[config.mk]
export PLATFORM = sky130hd
export DESIGN_NAME = vector_rev_pipe
export DESIGN_NICKNAME = d
export VERILOG_FILES = /design/src/rtl/vector_rev_pipe.sv
export SDC_FILE = /design/constraint.sdc
export NUM_CORES = 1
export LEC_CHECK = 0
export CAP_MARGIN = 30
export CORE_MARGIN = 10
export CORE_UTILIZATION = 42
export DETAILED_ROUTE_END_ITERATION = 8
export GPL_TIMING_DRIVEN = 0
export MAX_ROUTING_LAYER = met4
export PLACE_DENSITY_LB_ADDON = 0.05
export SLEW_MARGIN = 20
export SYNTH_ARGS = -nofsm -noshare
export SYNTH_HDL_FRONTEND = slang
export SYNTH_SLANG_ARGS = --single-unit
[constraint.sdc]
create_clock -name clk -period 5.55 [get_ports clk]
set_clock_uncertainty 0.15 [all_clocks]
set_input_delay 0.555 -clock clk [delete_from_list [all_inputs] [get_ports clk]]
set_output_delay 0.555 -clock clk [all_outputs]
set_load 0.05 [all_outputs]
[src/rtl/vector_rev_pipe.sv]
// vector_rev_pipe: element/bit reversal transform in front of a 2-entry skid FIFO.
//
// The transform picked by `mode` is applied to `in_data` at acceptance, and the
// result is stored. A later change of `mode` therefore never alters a stored
// entry. The head entry drives `out_data` straight from a register. A second
// (skid) entry absorbs one extra accept while the output is stalled. `in_ready`
// is registered from the next occupancy, so it never depends combinationally on
// `out_ready`.
//
// Optional feature: define VECTOR_REV_PIPE_PARITY_EN to add `out_par`. It is the
// XOR of all bits of the stored result, and it travels with each entry.
module vector_rev_pipe #(
    parameter int WIDTH = 100,
    parameter int ELEM  = 1
) (
    input  logic             clk,
    input  logic             rst,
    input  logic             in_valid,
    output logic             in_ready,
    input  logic [WIDTH-1:0] in_data,
    input  logic [1:0]       mode,
    output logic             out_valid,
    input  logic             out_ready,
    output logic [WIDTH-1:0] out_data,
    output logic [15:0]      xfer_cnt
`ifdef VECTOR_REV_PIPE_PARITY_EN
    ,
    output logic             out_par
`endif
);

    localparam int NELEM = WIDTH / ELEM;

    // Reject geometries the element-reversal indexing cannot describe.
    if (WIDTH < 2 || ELEM < 1 || (WIDTH % ELEM) != 0) begin : g_bad_geometry
        $error("vector_rev_pipe: WIDTH must be >= 2 and a multiple of ELEM");
    end

    // Transform select, applied to the vector as it is accepted.
    function automatic logic [WIDTH-1:0] vec_xform(input logic [WIDTH-1:0] d,
                                                   input logic [1:0]       m);
        logic [WIDTH-1:0] r;
        r = d;
        case (m)
            2'b01: begin
                // Element order reversed, bits inside each element untouched.
                for (int k = 0; k < NELEM; k++) begin
                    for (int b = 0; b < ELEM; b++) begin
                        r[k*ELEM + b] = d[(NELEM-1-k)*ELEM + b];
                    end
                end
            end
            2'b10: begin
                // Bits reversed inside each element, element order kept.
                for (int k = 0; k < NELEM; k++) begin
                    for (int b = 0; b < ELEM; b++) begin
                        r[k*ELEM + b] = d[k*ELEM + (ELEM-1-b)];
                    end
                end
            end
            2'b11: begin
                for (int i = 0; i < WIDTH; i++) begin
                    r[i] = d[WIDTH-1-i];
                end
            end
            default: r = d;
        endcase
        return r;
    endfunction

    logic [1:0]       count;
    logic [1:0]       count_next;
    logic             push;
    logic             pop;
    logic             load_head;
    logic             load_skid;
    logic             shift_skid;
    logic [WIDTH-1:0] xf_data_p0;

    // ---- stage p0: accept handshake and transform of the incoming vector ----
    logic [WIDTH-1:0] head_data_p1;
    logic [WIDTH-1:0] skid_data_p1;
    logic             in_ready_r;
    logic [15:0]      cnt_r;

    assign xf_data_p0 = vec_xform(in_data, mode);
    assign push       = in_valid & in_ready_r;
    assign pop        = out_valid & out_ready;

    // Next occupancy plus the routing of the new entry into head or skid.
    always_comb begin
        count_next = count;
        load_head  = 1'b0;
        load_skid  = 1'b0;
        shift_skid = 1'b0;
        case ({push, pop})
            2'b10: begin
                count_next = count + 2'd1;
                if (count == 2'd0) begin
                    load_head = 1'b1;
                end else begin
                    load_skid = 1'b1;
                end
            end
            2'b01: begin
                count_next = count - 2'd1;
                if (count == 2'd2) begin
                    shift_skid = 1'b1;
                end
            end
            2'b11: begin
                // Push only happens below occupancy 2, so this is occupancy 1:
                // the new entry replaces the departing head.
                load_head = 1'b1;
            end
            default: ;
        endcase
    end

    // ---- stage p1: stored entries and control state ----
    // Occupancy, registered ready, and the output transfer counter.
    always_ff @(posedge clk) begin
        if (rst) begin
            count      <= 2'd0;
            in_ready_r <= 1'b0;
            cnt_r      <= 16'd0;
        end else begin
            count      <= count_next;
            in_ready_r <= (count_next < 2'd2);
            if (pop) begin
                cnt_r <= cnt_r + 16'd1;
            end
        end
    end

    // The head entry drives out_data and is cleared by reset.
    always_ff @(posedge clk) begin
        if (rst) begin
            head_data_p1 <= '0;
        end else if (load_head) begin
            head_data_p1 <= xf_data_p0;
        end else if (shift_skid) begin
            head_data_p1 <= skid_data_p1;
        end
    end

    // The skid entry is only read when occupancy says it is valid, so it has no reset.
    always_ff @(posedge clk) begin
        if (load_skid) begin
            skid_data_p1 <= xf_data_p0;
        end
    end

`ifdef VECTOR_REV_PIPE_PARITY_EN
    logic head_par_p1;
    logic skid_par_p1;

    // Parity of the head entry, computed from the transformed vector at accept.
    always_ff @(posedge clk) begin
        if (rst) begin
            head_par_p1 <= 1'b0;
        end else if (load_head) begin
            head_par_p1 <= ^xf_data_p0;
        end else if (shift_skid) begin
            head_par_p1 <= skid_par_p1;
        end
    end

    // Parity of the skid entry, captured together with its data.
    always_ff @(posedge clk) begin
        if (load_skid) begin
            skid_par_p1 <= ^xf_data_p0;
        end
    end

    assign out_par = head_par_p1;
`endif

    assign in_ready  = in_ready_r;
    assign out_valid = (count != 2'd0);
    assign out_data  = head_data_p1;
    assign xfer_cnt  = cnt_r;

endmodule

* Word level (Yosys, flattened, before mapping)
Cells that the tools add are included.
W data, S select, Z words.
** Storage, ports and cells
- Logic and storage cells :: 31
- Output and inout bits :: 118
- Bits in registers :: 219
- Input port bits :: 106
** Operators by class
- Equal/unequal tests :: 6
- Multiplexer cells :: 10
- Reduce and logical (&&, ||, !) cells :: 4
- $add $sub $neg :: 3
- Bitwise logic cells :: 2
- Magnitude comparators :: 1
** Operators with widths (number)
- $mux W100 :: 3
- $add A16 B1 Y16 const B :: 1
- $eq A2 B2 Y1 const B :: 4
- $mux W1 :: 5
- $eq A2 B1 Y1 const B :: 2
- $pmux W2 S2 :: 1
- $reduce_bool A2 Y1 :: 2
- $add A2 B1 Y2 const B :: 1
- $and A1 B1 Y1 :: 2
- $logic_not A2 Y1 :: 1
- $lt A2 B2 Y1 const B :: 1
- $pmux W1 S2 :: 1
- $reduce_or A2 Y1 :: 1
- $sub A2 B1 Y2 const B :: 1

* Longest topological paths before layout
Gate-level depths: netlist of the first run.
- Word-level depth :: 6
- Depth in mapped cells :: 10

* Worst setup path after synthesis of the first run
No wires, ideal clock.
- Kind :: register to register
- Start point :: reg count[0]
- End point :: reg skid_data_p1[0], enable pin
- Setup slack :: 1380 ps
- Arrival :: 3550 ps
- Setup time :: 470 ps
- Period minus slack after synthesis :: 4170 ps
- Cell stages (with the launch flop) :: 6
- Buffers on the path :: 1
- Cells stage by stage :: dfxtp_1 -> buf_2 -> or2_2 -> nand2_1 -> ha_1 -> and2_1
** Between the ends
- Longest elaborated chain between the ends :: 4
- Elaborated cells on any way between the ends :: 6
** Ends and longest elaborated chain
- start: declaration :: RTL line 71 : logic [1:0] count;
- start signal: assignment :: RTL line 128 : count <= count_next;
- $reduce_bool A2 Y1 :: RTL line 180 : assign out_valid = (count != 2'd0);
- via out_valid :: RTL line 22 : output logic out_valid,
- $and A1 B1 Y1 :: RTL line 88 : assign pop = out_valid & out_ready;
- $eq A2 B2 Y1 :: RTL line 96 : case ({push, pop})
- $mux W1 :: RTL line 96
- via load_skid :: RTL line 76 : logic load_skid;
- end signal: assignment :: RTL line 150 : skid_data_p1 <= xf_data_p0;
- end: declaration :: RTL line 82 : logic [WIDTH-1:0] skid_data_p1;
The timed path passes the listed nets, and every way through them passes these cells.
A chain may end at the register's enable or synchronous reset.

==> results.toml, run 1 <==
[outcome]
status = "finished clean"

[synthesis]
ys_seq_area_share_pct = 57.2
yosys-top-cells-area = "edfxtp_1, dfxtp_1, mux2_2, mux2i_1, a211oi_1"
netlist_area_mm2 = 0.00942
netlist_instances = 762
netlist.area_leader.share_pct = 31.9
synth.distinct_cells = 32
ys.warnings.count = 0
synth_area_per_cell_um2 = 12.4
yosys.area.top_type = "edfxtp_1"
ys_seq_elements = 219
syn_nets = 872

[sta]
finalCritPeriodShare_pct = 56.0
worst_pin_slew_ps = 756
fmax_mhz = 322
slew_headroom_pct = 49.4
min_period_ps = 3110
hold_ws_ps = 335
finalSetupViolations = 0
hold_violations = 0
rsz0062_at_grt = "false"
slew_violations = 0

[clocking]
clockBufferDepth = 3
cts.clk_slew.worst_paths_ps = 60
cts_root_buffer = "clkbuf_16"
cts_sinks = 219
cts_tree = "done"
cts_buffers = 25
h-tree-depth = 1
cts_hold_buf = 0
postCtsSetupRepairBufs = 0
insertion_delay_ps = 500
cts_repair_resize_count = 0

[layout]
syn2layout_area_growth_pct = 36.1
post-route-util_pct = 58.4
layout.nets = 1122
drive_gt1_share_pct = 16.9
n_fill_cell = 1886
layout_common_cells = "clkdlybuf4s50_1, dfxtp_1, nor2_1"
mostFrequentLayoutCell = "clkdlybuf4s50_1"
antenna_cells = 0
regArea_mm2 = 0.00539
fin_cells = 1310
multi_input_area_mm2 = 0.00376

[floorplan]
die_h_um = 170
die_x_um = 170
ios = 224
core_mm2 = 0.0220
row_count = 54
initial_core_util_pct = 42.9
dieArea_mm2 = 0.0288

[setup_path]
critPathCaptureType = "flop"
worstPathRequired_ps = 5760
cp-start-kind = "flop"
crit_arrival_ps = 3320
crit_type = "reg2reg"
path_max_fanout = 10

[power_and_ir_drop]
leakage_uw = 0.00505
powerDensity_mw_per_mm2 = 381
ir_drop_v = 0.000203

[placement]
numPlacedInstances = 1265
dp_hpwl_um = 18900
place_congestion = 0.764
port_buffers = 221

[detailed_routing]
drc = 0
ant_nets = 0
vias_per_cell = 5.18
wire_per_inst_um = 20.5
vias = 6785
drtIter0Drc = 364
drt_wl_total_um = 26900
drt-pass1-iter-count = 4

[global_route]
grt_max_degree = 52
grt.total_usage_pct = 18.4
grt_pass1_wl_um = 40900
grt_overflow = 0
grt_pass1_vias = 7094
antenna_found_initial = 0

[hold_path]
hold_class = "reg2reg"

[run]
cap_violations = 0
[state kept, by name, summed over array words and instances, names as in the netlist, named ones only]
| signal | cells |
|---|---|
| out_data | 100 |
| skid_data_p1 | 100 |
| xfer_cnt | 16 |
| count | 1 |
| in_ready | 1 |
[area by class of cell]
class / instances / share of cell area, %
buffer: 59 / 2.04
inverter: 4 / 0.117
clock buffer: 35 / 5.33
sequential: 219 / 42.0
timing repair buffer: 223 / 17.6
multi-input combinational: 480 / 29.3
clock inverter: 10 / 0.800
tap: 280 / 2.73
[stage by stage]
stage	total power, µW	setup TNS, ps	area (µm²)	worst slack, ps
detailed placement	3340	0	12000	2080
finish	4880	0	12800	2440
global route	5080	0	12800	2230
floorplan	2850	0	9420	1380
CTS	4940	0	12800	2440
global placement	3340	-24280	12000	-255
[Yosys cell counts]
library cell	instances
or3_2	1
and2_1	2
dfxtp_1	119
o2111a_1	1
nand4_2	1
o21ai_0	7
nand2b_1	1
nand4_1	1
or3_1	4
mux2i_1	101
clkbuf_1	27
o2111ai_1	1
nand2_1	8
xnor2_1	8
nor2b_1	1
inv_1	4
or4_4	1
xor2_1	4
nor3b_1	1
nand3b_1	1
a211oi_1	100
nor2_1	114
o211ai_1	1
nand3_1	4
ha_1	4
nor3_1	2
a21oi_1	5
or2_2	1
mux2_2	100
edfxtp_1	100
buf_2	32
nor4_1	5
[logic make-up after synthesis]
group,count (synthesis),synth area share (%)
adder cells (fa/ha/maj),4,0.531
AND/OR/NAND/NOR,148,6.67
AO/OA/AOI/OAI,115,8.90
buffers and inverters,63,2.94
XOR/XNOR,12,1.12
flip-flops,219,57.2
multiplexers,201,22.7
[worst max-delay path, stage by stage, from the launching register on]
cell and delay (ps):
dfxtp_1 310, clkbuf_1 250, or2_2 200, nand2_1 140, ha_1 240, nor3b_1 130
o21ai_0 240, clkbuf_1 610, clkbuf_1 530, a211oi_1 150
[path summary, 6_finish.rpt]
kind                  end  depth (start not counted)    startpoint  slack (ps)
max          out_data[86]                          9          flop        2440
min          xfer_cnt[15]                          2  xfer_cnt[15]         330
max reg2reg  out_data[86]                          9          flop        2440
min reg2reg  xfer_cnt[15]                          2  xfer_cnt[15]         330
[routing by layer]
metal	global-route usage [%]	wire length [µm]	part of all wire, %	up-vias
met5	-	0	0	-
met4	3.59	367	1.4	0
met3	4.72	1900	7.1	29
met2	28.6	12300	46	186
met1	23.9	12300	46	3238
li1	-	-	-	3332
[power breakdown]
part	total [µW]	internal [µW]	switching, µW
Sequential	2020	1930	93.8
Clock	1580	948	630
Combinational	1280	472	812
Total	4880	3350	1540
No activity file was read; power rests on OpenSTA's default activity.
==> run 2: changes to the inputs <==
==> constraint.sdc (replaced) <==
create_clock -name clk -period 3 [get_ports clk]
set_clock_uncertainty 0.15 [all_clocks]
set_input_delay 0.3 -clock clk [delete_from_list [all_inputs] [get_ports clk]]
set_output_delay 0.3 -clock clk [all_outputs]
set_load 0.05 [all_outputs]
==> run 2 against run 1 <==
  * Fmax rose by 9.8%
  * Combinational power is 86% higher
  * Sequential share of layout area decreased by 0.27 points
  * Global-route usage increased by 0.081 points
  * Total power rose by 88%
  * Count of clock-buffer cells in the layout up 3
  * Clock power increased by 93%
==> results.toml, run 2 (synthesis results as in run 1) <==
[outcome]
status = "finished clean"

[hold_path]
hold_class = "reg2reg"

[sta]
hold_ws_ps = 339
fmax_mhz = 353
slew_headroom_pct = 50.8
min_period_ps = 2830
slew_violations = 0
hold_violations = 0
finalCritPeriodShare_pct = 94.3
worst_pin_slew_ps = 734
finalSetupViolations = 0
rsz0062_at_grt = "false"

[layout]
syn2layout_area_growth_pct = 36.9
mostFrequentLayoutCell = "clkdlybuf4s50_1"
layout.nets = 1122
drive_gt1_share_pct = 18.4
layout_common_cells = "clkdlybuf4s50_1, dfxtp_1, nor2_1"
antenna_cells = 0

[setup_path]
crit_arrival_ps = 3050
path_max_fanout = 10
cp-start-kind = "flop"
worstPathRequired_ps = 3220
critPathCaptureType = "flop"
ff2ff_setup_slack_ps = 170
crit_type = "reg2reg"

[floorplan]
dieArea_mm2 = 0.0288
row_count = 54
initial_core_util_pct = 42.9
die_x_um = 170
die_h_um = 170
ios = 224
core_mm2 = 0.0220

[global_route]
grt_pass1_wl_um = 41000
antenna_found_initial = 0
grt_max_degree = 49
grt_pass1_vias = 7117
grt_overflow = 0
grt.total_usage_pct = 18.5

[placement]
dp_hpwl_um = 19100
port_buffers = 221
place_congestion = 0.760

[detailed_routing]
drt_wl_total_um = 26600
drc = 0
ant_nets = 0
wire_per_inst_um = 20.3
drt-pass1-iter-count = 5
drtIter0Drc = 459
vias_per_cell = 5.16
vias = 6763

[clocking]
insertion_delay_ps = 510
h-tree-depth = 1
postCtsSetupRepairBufs = 0
clockBufferDepth = 3
cts_sinks = 219
cts.clk_slew.worst_paths_ps = 60
cts_root_buffer = "clkbuf_16"
cts_tree = "done"
cts_buffers = 25

[power_and_ir_drop]
powerDensity_mw_per_mm2 = 711
ir_drop_v = 0.000373
p_total_uw = 9170
leakage_uw = 0.00513

[run]
cap_violations = 0
## run 2: power by group
part           switching [µW]  total [µW]  internal (µW)
clock                    1190        3050           1860
sequential                174        3740           3560
combinational            1500        2380            881
## run 2: through the flow
stage / instance area, µm² / setup TNS (ps) / utilization [%] / setup WS [ps] / cells
6_report: 12900 / 0 / 58.7 / 170 / 1311
5_1_grt: 12900 / 0 / 58.7 / 2.49 / 1311
4_1_cts: 12900 / 0 / 58.7 / 122 / 1311
2_1_floorplan: 9420 / 0 / - / 454 / 762
3_5_place_dp: 12000 / -18290 / 54.8 / -232 / 1265
3_3_place_gp: 12000 / -19080 / 54.6 / -235 / 1263
## run 2: routing by layer
layer / wire length [µm] / vias up / GRT usage (%) / share of wire (%)
met1: 12500 / 3204 / 24.6 / 47
li1: - / 3330 / - / -
met5: 0 / - / - / 0
met2: 11800 / 198 / 27.9 / 44
met3: 1930 / 31 / 4.70 / 7.3
met4: 386 / 0 / 3.85 / 1.5
## run 2: worst paths after layout
kind                startpoint           end  cells after the start
setup / recovery          flop  out_data[89]                      9
hold / removal    xfer_cnt[15]  xfer_cnt[15]                      2
setup reg to reg          flop  out_data[89]                      9
hold reg to reg   xfer_cnt[15]  xfer_cnt[15]                      2
## run 2: timing repair
| item | 4_1_cts | 5_1_grt |
|---|---|---|
| endpoints found under the setup margin | 100 | 65 |
| hold buffers | 0 | 0 |
| resized for setup | 2 | 18 |
| pin swaps | 0 | 0 |
## run 2: cell type report
type                       instances  area, µm²
multi-input combinational        480       3760
inverter                           4       15.0
clock inverter                     8       70.1
buffer                            59        275
tap                              280        350
timing repair buffer             223       2270
sequential                       219       5390
clock buffer                      38        776
fill                            1890       9060
## run 2: critical path, stage by stage, from the launching register on
cell	delay (ps)
dfxtp_1	310
clkbuf_1	260
or2_2	190
nand2_1	130
ha_1	240
nor3b_1	130
o21ai_0	310
clkbuf_2	390
clkbuf_1	420
a211oi_1	140
